## src/rtl/rgb_fade_ctrl.sv

```systemverilog
// -----------------------------------------------------------------------------
// rgb_fade_ctrl
//   Sits between the encoder value outputs (targets) and the PWM level inputs
//   (levels) of the RGB mixer.
//   - Bypass (fade_en=0): each target is registered straight onto its level.
//   - Fade   (fade_en=1): a tick-paced FSM takes a snapshot of all three
//     targets and walks every level one LSB per tick towards it. It then
//     raises a one-cycle done pulse.
//
// Parameters
//   WIDTH     bit width of targets and levels
//   TICK_DIV  clocks per ramp step (>= 2)
//
// Ports
//   clk        in   system clock, all state on rising edge
//   reset_n    in   asynchronous active-low reset
//   fade_en    in   1 = fade mode, 0 = bypass mode
//   hold       in   1 = stall the tick counter (freezes ramp progress)
//   target0-2  in   requested levels, channels 0..2
//   level0-2   out  registered levels to pwm0..2
//   busy       out  high while ramping
//   done       out  one-cycle pulse when a ramp completes
// -----------------------------------------------------------------------------
module rgb_fade_ctrl #(
  parameter int WIDTH    = 8,
  parameter int TICK_DIV = 1024
) (
  input  logic             clk,
  input  logic             reset_n,
  input  logic             fade_en,
  input  logic             hold,
  input  logic [WIDTH-1:0] target0,
  input  logic [WIDTH-1:0] target1,
  input  logic [WIDTH-1:0] target2,
  output logic [WIDTH-1:0] level0,
  output logic [WIDTH-1:0] level1,
  output logic [WIDTH-1:0] level2,
  output logic             busy,
  output logic             done
);

  localparam int              CNT_W     = $clog2(TICK_DIV);
  localparam logic [CNT_W-1:0] CNT_LAST = CNT_W'(TICK_DIV - 1);

  typedef enum logic [1:0] {
    ST_IDLE = 2'd0,
    ST_RAMP = 2'd1,
    ST_DONE = 2'd2
  } state_t;

  state_t           state_reg;
  logic [CNT_W-1:0] cnt_reg;
  logic [WIDTH-1:0] level_reg [3];
  logic [WIDTH-1:0] tgt_reg   [3];

  logic [WIDTH-1:0] target_arr [3];
  logic [WIDTH-1:0] step_next  [3];
  logic [2:0]       live_diff;    // level differs from live target
  logic [2:0]       step_diff;    // stepped level still differs from snapshot
  logic             tick;

  assign target_arr[0] = target0;
  assign target_arr[1] = target1;
  assign target_arr[2] = target2;

  // Per-channel one-LSB step towards the snapshot. The comparison guards
  // both ends, so 0 and the full-scale value are reached without wrapping.
  generate
    for (genvar gi = 0; gi < 3; gi++) begin : g_chan
      assign step_next[gi] = (level_reg[gi] < tgt_reg[gi]) ? level_reg[gi] + WIDTH'(1) :
                             (level_reg[gi] > tgt_reg[gi]) ? level_reg[gi] - WIDTH'(1) :
                                                             level_reg[gi];
      assign live_diff[gi] = (level_reg[gi] != target_arr[gi]);
      assign step_diff[gi] = (step_next[gi] != tgt_reg[gi]);
    end
  endgenerate

  // A stalled counter sitting on its last value must not fire a step.
  assign tick = (cnt_reg == CNT_LAST) && !hold;

  always_ff @(posedge clk or negedge reset_n) begin
    if (!reset_n) begin
      state_reg <= ST_IDLE;
      cnt_reg   <= '0;
      for (int i = 0; i < 3; i++) begin
        level_reg[i] <= '0;
        tgt_reg[i]   <= '0;
      end
    end else begin
      case (state_reg)
        ST_IDLE: begin
          if (!fade_en) begin
            for (int i = 0; i < 3; i++) level_reg[i] <= target_arr[i];
          end else if (|live_diff) begin
            // Snapshot all channels; levels stay put on the entry edge.
            for (int i = 0; i < 3; i++) tgt_reg[i] <= target_arr[i];
            cnt_reg   <= '0;
            state_reg <= ST_RAMP;
          end
        end

        ST_RAMP: begin
          if (!fade_en) begin
            // Abort: jump to the live targets. This takes priority over a
            // tick landing on the same edge, and produces no done pulse.
            for (int i = 0; i < 3; i++) level_reg[i] <= target_arr[i];
            cnt_reg   <= '0;
            state_reg <= ST_IDLE;
          end else if (tick) begin
            cnt_reg <= '0;
            for (int i = 0; i < 3; i++) level_reg[i] <= step_next[i];
            if (!(|step_diff)) state_reg <= ST_DONE;
          end else if (!hold) begin
            cnt_reg <= cnt_reg + CNT_W'(1);
          end
        end

        ST_DONE: begin
          state_reg <= ST_IDLE;
        end

        default: begin
          state_reg <= ST_IDLE;
        end
      endcase
    end
  end

  assign level0 = level_reg[0];
  assign level1 = level_reg[1];
  assign level2 = level_reg[2];
  assign busy   = (state_reg == ST_RAMP);
  assign done   = (state_reg == ST_DONE);

endmodule
```

## config.mk

```make
export PLATFORM = sky130hd
export DESIGN_NAME = rgb_fade_ctrl
export DESIGN_NICKNAME = d
export VERILOG_FILES = /design/src/rtl/rgb_fade_ctrl.sv
export SDC_FILE = /design/constraint.sdc
export NUM_CORES = 1
export LEC_CHECK = 0
export CAP_MARGIN = 40
export CORE_MARGIN = 4
export CORE_UTILIZATION = 63
export CTS_CLUSTER_DIAMETER = 40
export CTS_CLUSTER_SIZE = 14
export DETAILED_ROUTE_END_ITERATION = 7
export PLACE_DENSITY = 0.84
export RECOVER_POWER = 50
export SYNTH_ARGS = -nofsm -noshare
export SYNTH_HDL_FRONTEND = slang
export SYNTH_SLANG_ARGS = --single-unit
```

## constraint.sdc

```tcl
create_clock -name clk -period 4.6 [get_ports clk]
set_input_delay 0.92 -clock clk [delete_from_list [all_inputs] [get_ports clk]]
set_output_delay 0.92 -clock clk [all_outputs]
set_load 0.01 [all_outputs]
```

# Word-level counts from Yosys, hierarchy flattened
# Index checks and enable logic that the tools add are counted.
[op_classes] n_addsub=7 order_cmp=6 eq_ne=15 n_mux=22 n_reduce_logical=10
[op_table] cell="$mux W24" n=3
[op_table] cell="$mux W10" n=5
[op_table] cell="$mux W8" n=6
[op_table] cell="$ne A8 B8 Y1" n=6
[op_table] cell="$pmux W24 S2" n=1
[op_table] cell="$add A8 B1 Y8 const B" n=3
[op_table] cell="$gt A8 B8 Y1" n=3
[op_table] cell="$lt A8 B8 Y1" n=3
[op_table] cell="$sub A8 B1 Y8 const B" n=3
[op_table] cell="$pmux W10 S2" n=1
[op_table] cell="$add A10 B1 Y10 const B" n=1
[op_table] cell="$eq A10 B10 Y1 const B" n=1
[op_table] cell="$mux W2" n=5
[op_table] cell="$reduce_and A4 Y1" n=2
[op_table] cell="$ne A2 B2 Y1 const B" n=3
[op_table] cell="$reduce_and A3 Y1" n=2
[op_table] cell="$reduce_or A3 Y1" n=2
[op_table] cell="$ne A4 B3 Y1 const B" n=1
[op_table] cell="$pmux W2 S2" n=1
[op_table] cell="$ne A3 B2 Y1 const B" n=1
[op_table] cell="$ne A3 B3 Y1 const B" n=1
[op_table] cell="$eq A2 B1 Y1 const B" n=1
[op_table] cell="$eq A2 B2 Y1 const B" n=1
[op_table] cell="$logic_not A2 Y1" n=1
[op_table] cell="3 further kinds" n=3
[totals] register_bits=60 input_bits=28 elab_cells=68

# Longest topological paths before layout
# Gate-level depths: netlist (run 1).
[depth] word_depth=9 depth_mapped=13 ltp_nobuf=11

# Worst setup path after synthesis (run 1)
# No wires, ideal clock.
[synth_timing] path_type="register to register" start="register level_reg, in the netlist level0[0]" end="register state_reg[0]" setup_ns=0.143 t_arrival_ns=2.923 setup_slack_ns=1.534 stages_incl_launch_ff=14 synth_period_minus_slack_ns=3.066 path_cell_list="dfrtp_1 > clkbuf_1 > inv_1 > ha_1 > nand4_1 > nor2_1 > or4b_1 > buf_2 > a2111oi_4 > or3_1 > nand4_1 > nor4_2 > and4_1 > o21ai_1"
[synth_via] elab_chain_cells=7 elab_cells_between_ends=13 classes_between="2 x add/sub; 2 x order compare; 4 x eq/ne; 2 x mux; 3 x reduce/logical"
[synth_rtl] element="from (decl)" line="53" rtl="logic [WIDTH-1:0] level_reg [3];"
[synth_rtl] element="from (signal, indexed assignment)" line="86" rtl="level_reg[i] <= '0;"
[synth_rtl] element="$sub A8 B1 Y8 or $gt A8 B8 Y1 (tied branches)" line="71" rtl="(level_reg[gi] > tgt_reg[gi]) ? level_reg[gi] - WIDTH'(1) :"
[synth_rtl] element="$mux W8" line="71"
[synth_rtl] element="$mux W8" line="70" rtl="assign step_next[gi] = (level_reg[gi] < tgt_reg[gi]) ? level_reg[gi] + WIDTH'(1) :"
[synth_rtl] element="$ne A8 B8 Y1" line="74" rtl="assign step_diff[gi] = (step_next[gi] != tgt_reg[gi]);"
[synth_rtl] element="$reduce_or A3 Y1" line="112" rtl="if (!(|step_diff)) state_reg <= ST_DONE;"
[synth_rtl] element="$ne A3 B3 Y1 (no source line)"
[synth_rtl] element="$reduce_and A4 Y1 (no source line) (*)"
[synth_rtl] element="to (signal assigned)" line="83" rtl="state_reg <= ST_IDLE;"
[synth_rtl] element="to (signal assigned)" line="112"
[synth_rtl] element="to (signal assigned)" line="119" rtl="state_reg <= ST_IDLE;"
[synth_rtl] element="to (decl)" line="51" rtl="state_t state_reg;"
# Mark *: on every way between the ends. The rest lies on a longest branch, timed or not.
# A chain may end at the register's enable or synchronous reset.

# Worst setup path after layout (run 1)
[layout_timing] start="register level_reg, in the netlist level0[4]" end="register state_reg[0]"
# Same word-level chain as after synthesis.

==> flow_metrics.py, run 1 <==
metrics = {
    "synth": {
        "syn_nets": 713,
        "synth_warnings": 0,
        "synth_cells": 654,
        "synth_edf_count": 0,
        "syn_avg_cell_area_um2": 8.13,
        "ys_seq_area_frac": 0.282,
        "synth_area_um2": 5320,
        "ys_types": 62,
        "synthArstFlopShare": 1.00,
        "synth_seq_cells": 60,
        "ys.flop_type": "dfrtp_1",
    },
    "cts": {
        "clock_latency_ns": 0.34,
        "cts_inserted_buffers": 9,
        "post_cts_resized": 0,
        "clock_sinks": 60,
        "clockBufferDepth": 2,
        "ctsHoldBuffers": 0,
        "ctsRootBufferMaster": "clkbuf_8",
        "postCtsSetupRepairBufs": 0,
        "cts_tree": "built",
        "clkSlewWorstSetupHoldPaths_ns": 0.07,
        "ctsHtreeMaxLevel": 3,
    },
    "detailed_routing": {
        "vias_per_cell": 6.58,
        "routedWlPerCell_um": 19.6,
        "drtIter0Drc": 432,
        "ant_nets": 0,
        "wl_um": 15500,
        "dr.pass1.iters": 5,
        "vias": 5223,
        "drcViolationCount": 0,
    },
    "die": {
        "initial_core_util": 0.647,
        "fp.coreArea_um2": 8220,
        "die_h_um": 99.9,
        "io-pin-count": 54,
        "fp.dieW_um": 99.9,
        "dieArea_um2": 9970,
        "rows": 33,
    },
    "finish": {
        "drive_above_1_share": 0.0900,
        "fin_nets": 743,
        "layout.cells.non_filler": 794,
        "largest_register_ff_count": 24,
        "post-route-util": 0.735,
        "synthToLayoutAreaGrowth_pct": 13.6,
        "final_cell_area_um2": 6040,
        "diodes": 0,
    },
    "global_route": {
        "track_usage": 0.323,
        "grt_pass1_vias": 5119,
        "grt_remaining_overflow": 0,
        "grt_max_degree": 61,
        "antenna_found_initial": 0,
        "grt_pass1_wl_um": 25700,
    },
    "timing": {
        "rsz0062_at_grt": "no",
        "hold_viol": 0,
        "finalWorstSetupSlack_ns": 1.15,
        "drv_slew": 0,
        "min_period_over_period": 0.750,
        "setup_viol": 0,
        "fin_worst_skew_ns": 0.00886,
        "fin_crit_ns": 3.45,
        "finalSetupTns_ns": 0,
        "relSlewSlack": 0.435,
        "fmax_ghz": 0.290,
        "worst_pin_slew_ns": 0.846,
    },
    "placed_design": {
        "place_hpwl_um": 11300,
        "place_congestion": 0.966,
        "pre_cts_ws_ns": 0.957,
        "dp_cells": 778,
        "place_area_um2": 5860,
        "port_buffers": 53,
    },
    "pwr": {
        "p_per_area_nw_per_um2": 475,
        "total_leakage_power_nw": 2.48,
        "max-vdd-ir-drop_mv": 0.269,
    },
    "worst_setup_path": {
        "end_kind": "flip-flop",
        "worstPathArrival_ns": 3.65,
        "cp.required_ns": 4.80,
        "crit_type": "flip-flop to flip-flop",
        "startpoint_type": "flip-flop",
        "path_max_fanout": 16,
    },
    "status": {
        "status": "completed",
    },
    "run": {
        "max_cap_viol_count": 0,
    },
    "hold_path": {
        "hold_path.class": "flip-flop to flip-flop",
    },
}
-- synthesized netlist by cell type, types with 4 or more instances --
cell type,number,share of area
dfrtp_1,60,0.28
a21oi_1,53,0.050
nor2_1,51,0.036
o21ai_0,48,0.045
nand2_1,44,0.031
clkbuf_1,34,0.024
ha_1,31,0.073
inv_1,29,0.020
xnor2_1,28,0.046
mux2_2,26,0.055
nand3_1,25,0.024
xor2_1,20,0.033
o211ai_1,18,0.025
and3_1,16,0.019
nand4_1,16,0.019
o22ai_1,16,0.019
nor3_1,9,0.0085
or3_1,9,0.011
a21o_1,8,0.011
nand2b_1,8,0.0094
nor4_1,8,0.0094
a22oi_1,7,0.0099
and2_1,7,0.0082
a31oi_1,6,0.0071
nor2b_1,6,0.0071
o21a_1,5,0.0071
buf_2,4,0.0038
mux2i_1,4,0.0075
o2111ai_1,4,0.0066
or2_2,4,0.0047
-- metal layers --
layer / global-route usage / wire (um) / up-vias / part of all wire
met4: 0.164 / 668 / 0 / 0.043
met1: 0.422 / 6610 / 2495 / 0.43
li1: - / - / 2467 / -
met2: 0.518 / 7220 / 214 / 0.46
met5: 0 / 0 / - / 0
met3: 0.0528 / 1040 / 47 / 0.067
-- worst max-delay path, cell delays in order (launching register included) --
cell and delay, ns:
dfrtp_1 0.74, ha_1 0.35, nand4_2 0.13, nor2_1 0.12, or4b_1 0.64, a2111oi_4 0.43, or3_1 0.17, nand4_1 0.12
nor4_2 0.29, and4_1 0.25, o21ai_1 0.07
-- layout make-up --
| cell class | count | area (um2) |
|---|---|---|
| Inverter | 29 | 109 |
| Timing Repair Buffer | 59 | 571 |
| Fill cell | 667 | 2170 |
| Tap cell | 105 | 131 |
| Multi-Input combinational cell | 525 | 3550 |
| Clock inverter | 5 | 52.6 |
| Sequential cell | 60 | 1500 |
| Clock buffer | 11 | 131 |
-- cell families (layout without fill, tap and decap cells) --
family | after synthesis | count (layout) | synth area share
fa+ha+maj | 31 | 31 | 0.0729
mux | 30 | 30 | 0.0626
xor+xnor | 48 | 48 | 0.0791
simple gates | 225 | 225 | 0.225
compound gates | 191 | 191 | 0.227
buf+inv | 69 | 104 | 0.0511
flops | 60 | 60 | 0.282
-- placed cells by master (no fill, tap or decap), types with 5 or more instances in the layout --
cell | Yosys | layout
mux2_2 | 26 | 26
a21oi_1 | 53 | 53
nand4_1 | 16 | 16
o21a_1 | 5 | 5
xor2_1 | 20 | 20
ha_1 | 31 | 31
nand2b_1 | 8 | 8
or3_1 | 9 | 9
nor2_1 | 51 | 51
inv_1 | 29 | 29
dlygate4sd3_1 | 0 | 13
o22ai_1 | 16 | 16
dfrtp_1 | 60 | 60
and3_1 | 16 | 16
nor4_1 | 8 | 8
o211ai_1 | 18 | 18
xnor2_1 | 28 | 28
clkdlybuf4s50_1 | 0 | 39
clkbuf_8 | 0 | 9
a22oi_1 | 7 | 7
nand3_1 | 25 | 25
a31oi_1 | 6 | 6
nand2_1 | 44 | 44
nor3_1 | 9 | 9
and2_1 | 7 | 6
o21ai_0 | 48 | 48
buf_4 | 0 | 6
a21o_1 | 8 | 8
nor2b_1 | 6 | 6
-- final timing paths --
check | depth (start not counted) | endpoint | slack (ns) | start
max | 10 | state_reg[0]$_DFFE_PN0P_ | 1.15 | level0[4]$_DFFE_PN0P_
min | 1 | cnt_reg[8]$_DFFE_PN0P_ | 0.51 | cnt_reg[8]$_DFFE_PN0P_
max reg2reg | 10 | state_reg[0]$_DFFE_PN0P_ | 1.15 | level0[4]$_DFFE_PN0P_
min reg2reg | 1 | cnt_reg[8]$_DFFE_PN0P_ | 0.51 | cnt_reg[8]$_DFFE_PN0P_
max in group asynchronous | 2 | cnt_reg[7]$_DFFE_PN0P_ | 3.33 | reset_n
min in group asynchronous | 2 | tgt_reg[22]$_DFFE_PN0P_ | 0.75 | reset_n
-- through the flow --
stage,hold slack [ns],total power [mW]
floorplan,0.467,1.89
global placement,0.487,2.34
detailed placement,0.501,2.37
CTS,0.511,2.86
global route,0.531,3.08
finish,0.507,2.87
-- power by group --
part	switching, mW	internal, mW	leakage (nW)
sequential	0.239	0.633	0.719
combinational	0.872	0.650	1.67
clock	0.231	0.248	0.0931
Power figures use the tool's default switching activity.
==> inputs of run 2 (changes only) <==
- CORE_UTILIZATION: 63 -> 59
- PLACE_DENSITY: 0.84 -> 0.79
- clock period: 4.6 -> 3.4 ns (I/O delays scaled with it)
==> run 2 against run 1 <==
- the flow now finishes with violations (max-capacitance violations, max-slew violations)
- first-iteration DRC count increased by 11%
- cell count is 4.4% higher
- power increased by 39%
- fmax grew 6.7%
- register-to-register slack lost 0.98 ns
- largest cell class unchanged
- highest routed layer unchanged
==> flow_metrics.py, run 2 (same netlist as run 1, synthesis figures left out) <==
metrics = {
    "status": {
        "status": "finished, violations left",
        "violations": "max-capacitance violations, max-slew violations",
    },
    "finish": {
        "final_common_cell": "dfrtp_1",
        "fill_cells": 707,
        "fin_nets": 776,
        "largest_register_ff_count": 24,
        "final_cell_mix": "dfrtp_1 (60), a21oi_1 (52), nor2_1 (51)",
        "drive_above_1_share": 0.135,
        "synthToLayoutAreaGrowth_pct": 18.4,
        "diodes": 0,
    },
    "global_route": {
        "grt_max_degree": 61,
        "grt_pass1_wl_um": 25500,
        "track_usage": 0.307,
        "antenna_found_initial": 0,
        "grt_remaining_overflow": 0,
        "grt_pass1_vias": 5174,
    },
    "timing": {
        "finalSetupTns_ns": 0,
        "fin_worst_skew_ns": 0.00822,
        "drv_slew": 61,
        "relSlewSlack": -0.0647,
        "hold_viol": 0,
        "setup_viol": 0,
        "finalWorstSetupSlack_ns": 0.167,
        "worst_pin_slew_ns": 1.60,
        "rsz0062_at_grt": "no",
        "min_period_over_period": 0.951,
        "fin_crit_ns": 3.23,
        "fmax_ghz": 0.309,
    },
    "pwr": {
        "max-vdd-ir-drop_mv": 0.336,
        "total_leakage_power_nw": 2.63,
        "p_per_area_nw_per_um2": 634,
    },
    "worst_setup_path": {
        "path_max_fanout": 7,
        "path_cells": "ha_1, nand4_2, or2_2, a22oi_1, o21ai_0, a2111o_1, or4b_1, nor4_2, and4_1, o21ai_1",
        "cp.required_ns": 3.62,
        "cpPeakStageDelay_ns": 0.52,
        "crit_family": "simple AND/OR/NAND/NOR gates",
        "r2r_slack_ns": 0.17,
        "worstPathArrival_ns": 3.45,
        "startpoint_type": "flip-flop",
        "end_kind": "flip-flop",
        "crit_type": "flip-flop to flip-flop",
        "cp_num_buf_inv": 0,
        "critPathSlowestCell": "or4b_1",
    },
    "placed_design": {
        "place_congestion": 0.969,
        "pre_cts_ws_ns": 0.130,
        "port_buffers": 53,
        "place_hpwl_um": 11600,
    },
    "hold_path": {
        "hold_path.class": "flip-flop to flip-flop",
    },
    "cts": {
        "cts_tree": "built",
        "ctsHtreeMaxLevel": 3,
        "clock_latency_ns": 0.35,
        "clock_sinks": 60,
        "clockBufferDepth": 2,
        "postCtsSetupRepairBufs": 0,
        "cts_inserted_buffers": 9,
        "ctsRootBufferMaster": "clkbuf_8",
        "clkSlewWorstSetupHoldPaths_ns": 0.08,
    },
    "die": {
        "dieArea_um2": 10600,
        "fp.coreArea_um2": 8760,
        "io-pin-count": 54,
        "fp.dieW_um": 103,
        "initial_core_util": 0.607,
        "rows": 34,
        "die_h_um": 103,
    },
    "detailed_routing": {
        "wl_met1_um": 6790,
        "routedWlPerCell_um": 18.9,
        "dr.pass1.iters": 5,
        "drcViolationCount": 0,
        "vias": 5299,
        "wl_met2_um": 7260,
        "drtIter0Drc": 481,
        "vias_per_cell": 6.39,
        "highest_layer": "met4",
        "wl_um": 15700,
        "ant_nets": 0,
        "route.met3.wl_um": 1280,
    },
    "run": {
        "max_cap_viol_count": 1,
    },
}
run 2: repair_timing:
item | in CTS | in global routing
resized for setup | 0 | 2
hold buffers | 0 | 0
setup endpoints to repair | 0 | 2
run 2: layer usage:
metal,track usage,up-vias
met5,0,-
met4,0.107,0
met3,0.0568,37
met2,0.492,222
met1,0.417,2500
li1,-,2540
run 2: path summary, 6_finish.rpt:
path                                         from  cells past startpoint                       end
setup reg to reg            level2[7]$_DFFE_PN0P_                     10  state_reg[0]$_DFFE_PN0P_
hold reg to reg            tgt_reg[9]$_DFFE_PN0P_                      1    tgt_reg[9]$_DFFE_PN0P_
hold / removal             tgt_reg[9]$_DFFE_PN0P_                      1    tgt_reg[9]$_DFFE_PN0P_
setup / recovery            level2[7]$_DFFE_PN0P_                     10  state_reg[0]$_DFFE_PN0P_
max in group asynchronous                 reset_n                      2     level0[4]$_DFFE_PN0P_
min in group asynchronous                 reset_n                      2    tgt_reg[3]$_DFFE_PN0P_
run 2: through the flow:
step / std cells / total power [mW] / cell area [um2] / hold slack (ns) / util
floorplan: 654 / 2.56 / 5320 / 0.384 / -
global placement: 814 / 3.34 / 6120 / 0.476 / 0.699
detailed placement: 814 / 3.38 / 6120 / 0.497 / 0.699
CTS: 829 / 3.97 / 6290 / 0.513 / 0.718
global route: 829 / 4.29 / 6300 / 0.544 / 0.719
finish: 829 / 3.99 / 6300 / 0.514 / 0.719
run 2: final cells by class:
cell class                      instances  area, um2  share of cell area
Clock buffer                            9        124              0.0197
Clock inverter                          6       42.5             0.00676
Inverter                               29        109              0.0173
Multi-Input combinational cell        525       3560               0.565
Sequential cell                        60       1500               0.238
Tap cell                              108        135              0.0215
Timing Repair Buffer                   92        828               0.132
run 2: power breakdown:
part	internal (mW)	total [mW]	switching (mW)
Combinational	1.01	2.41	1.40
Sequential	0.859	1.00	0.144
Clock	0.259	0.575	0.315
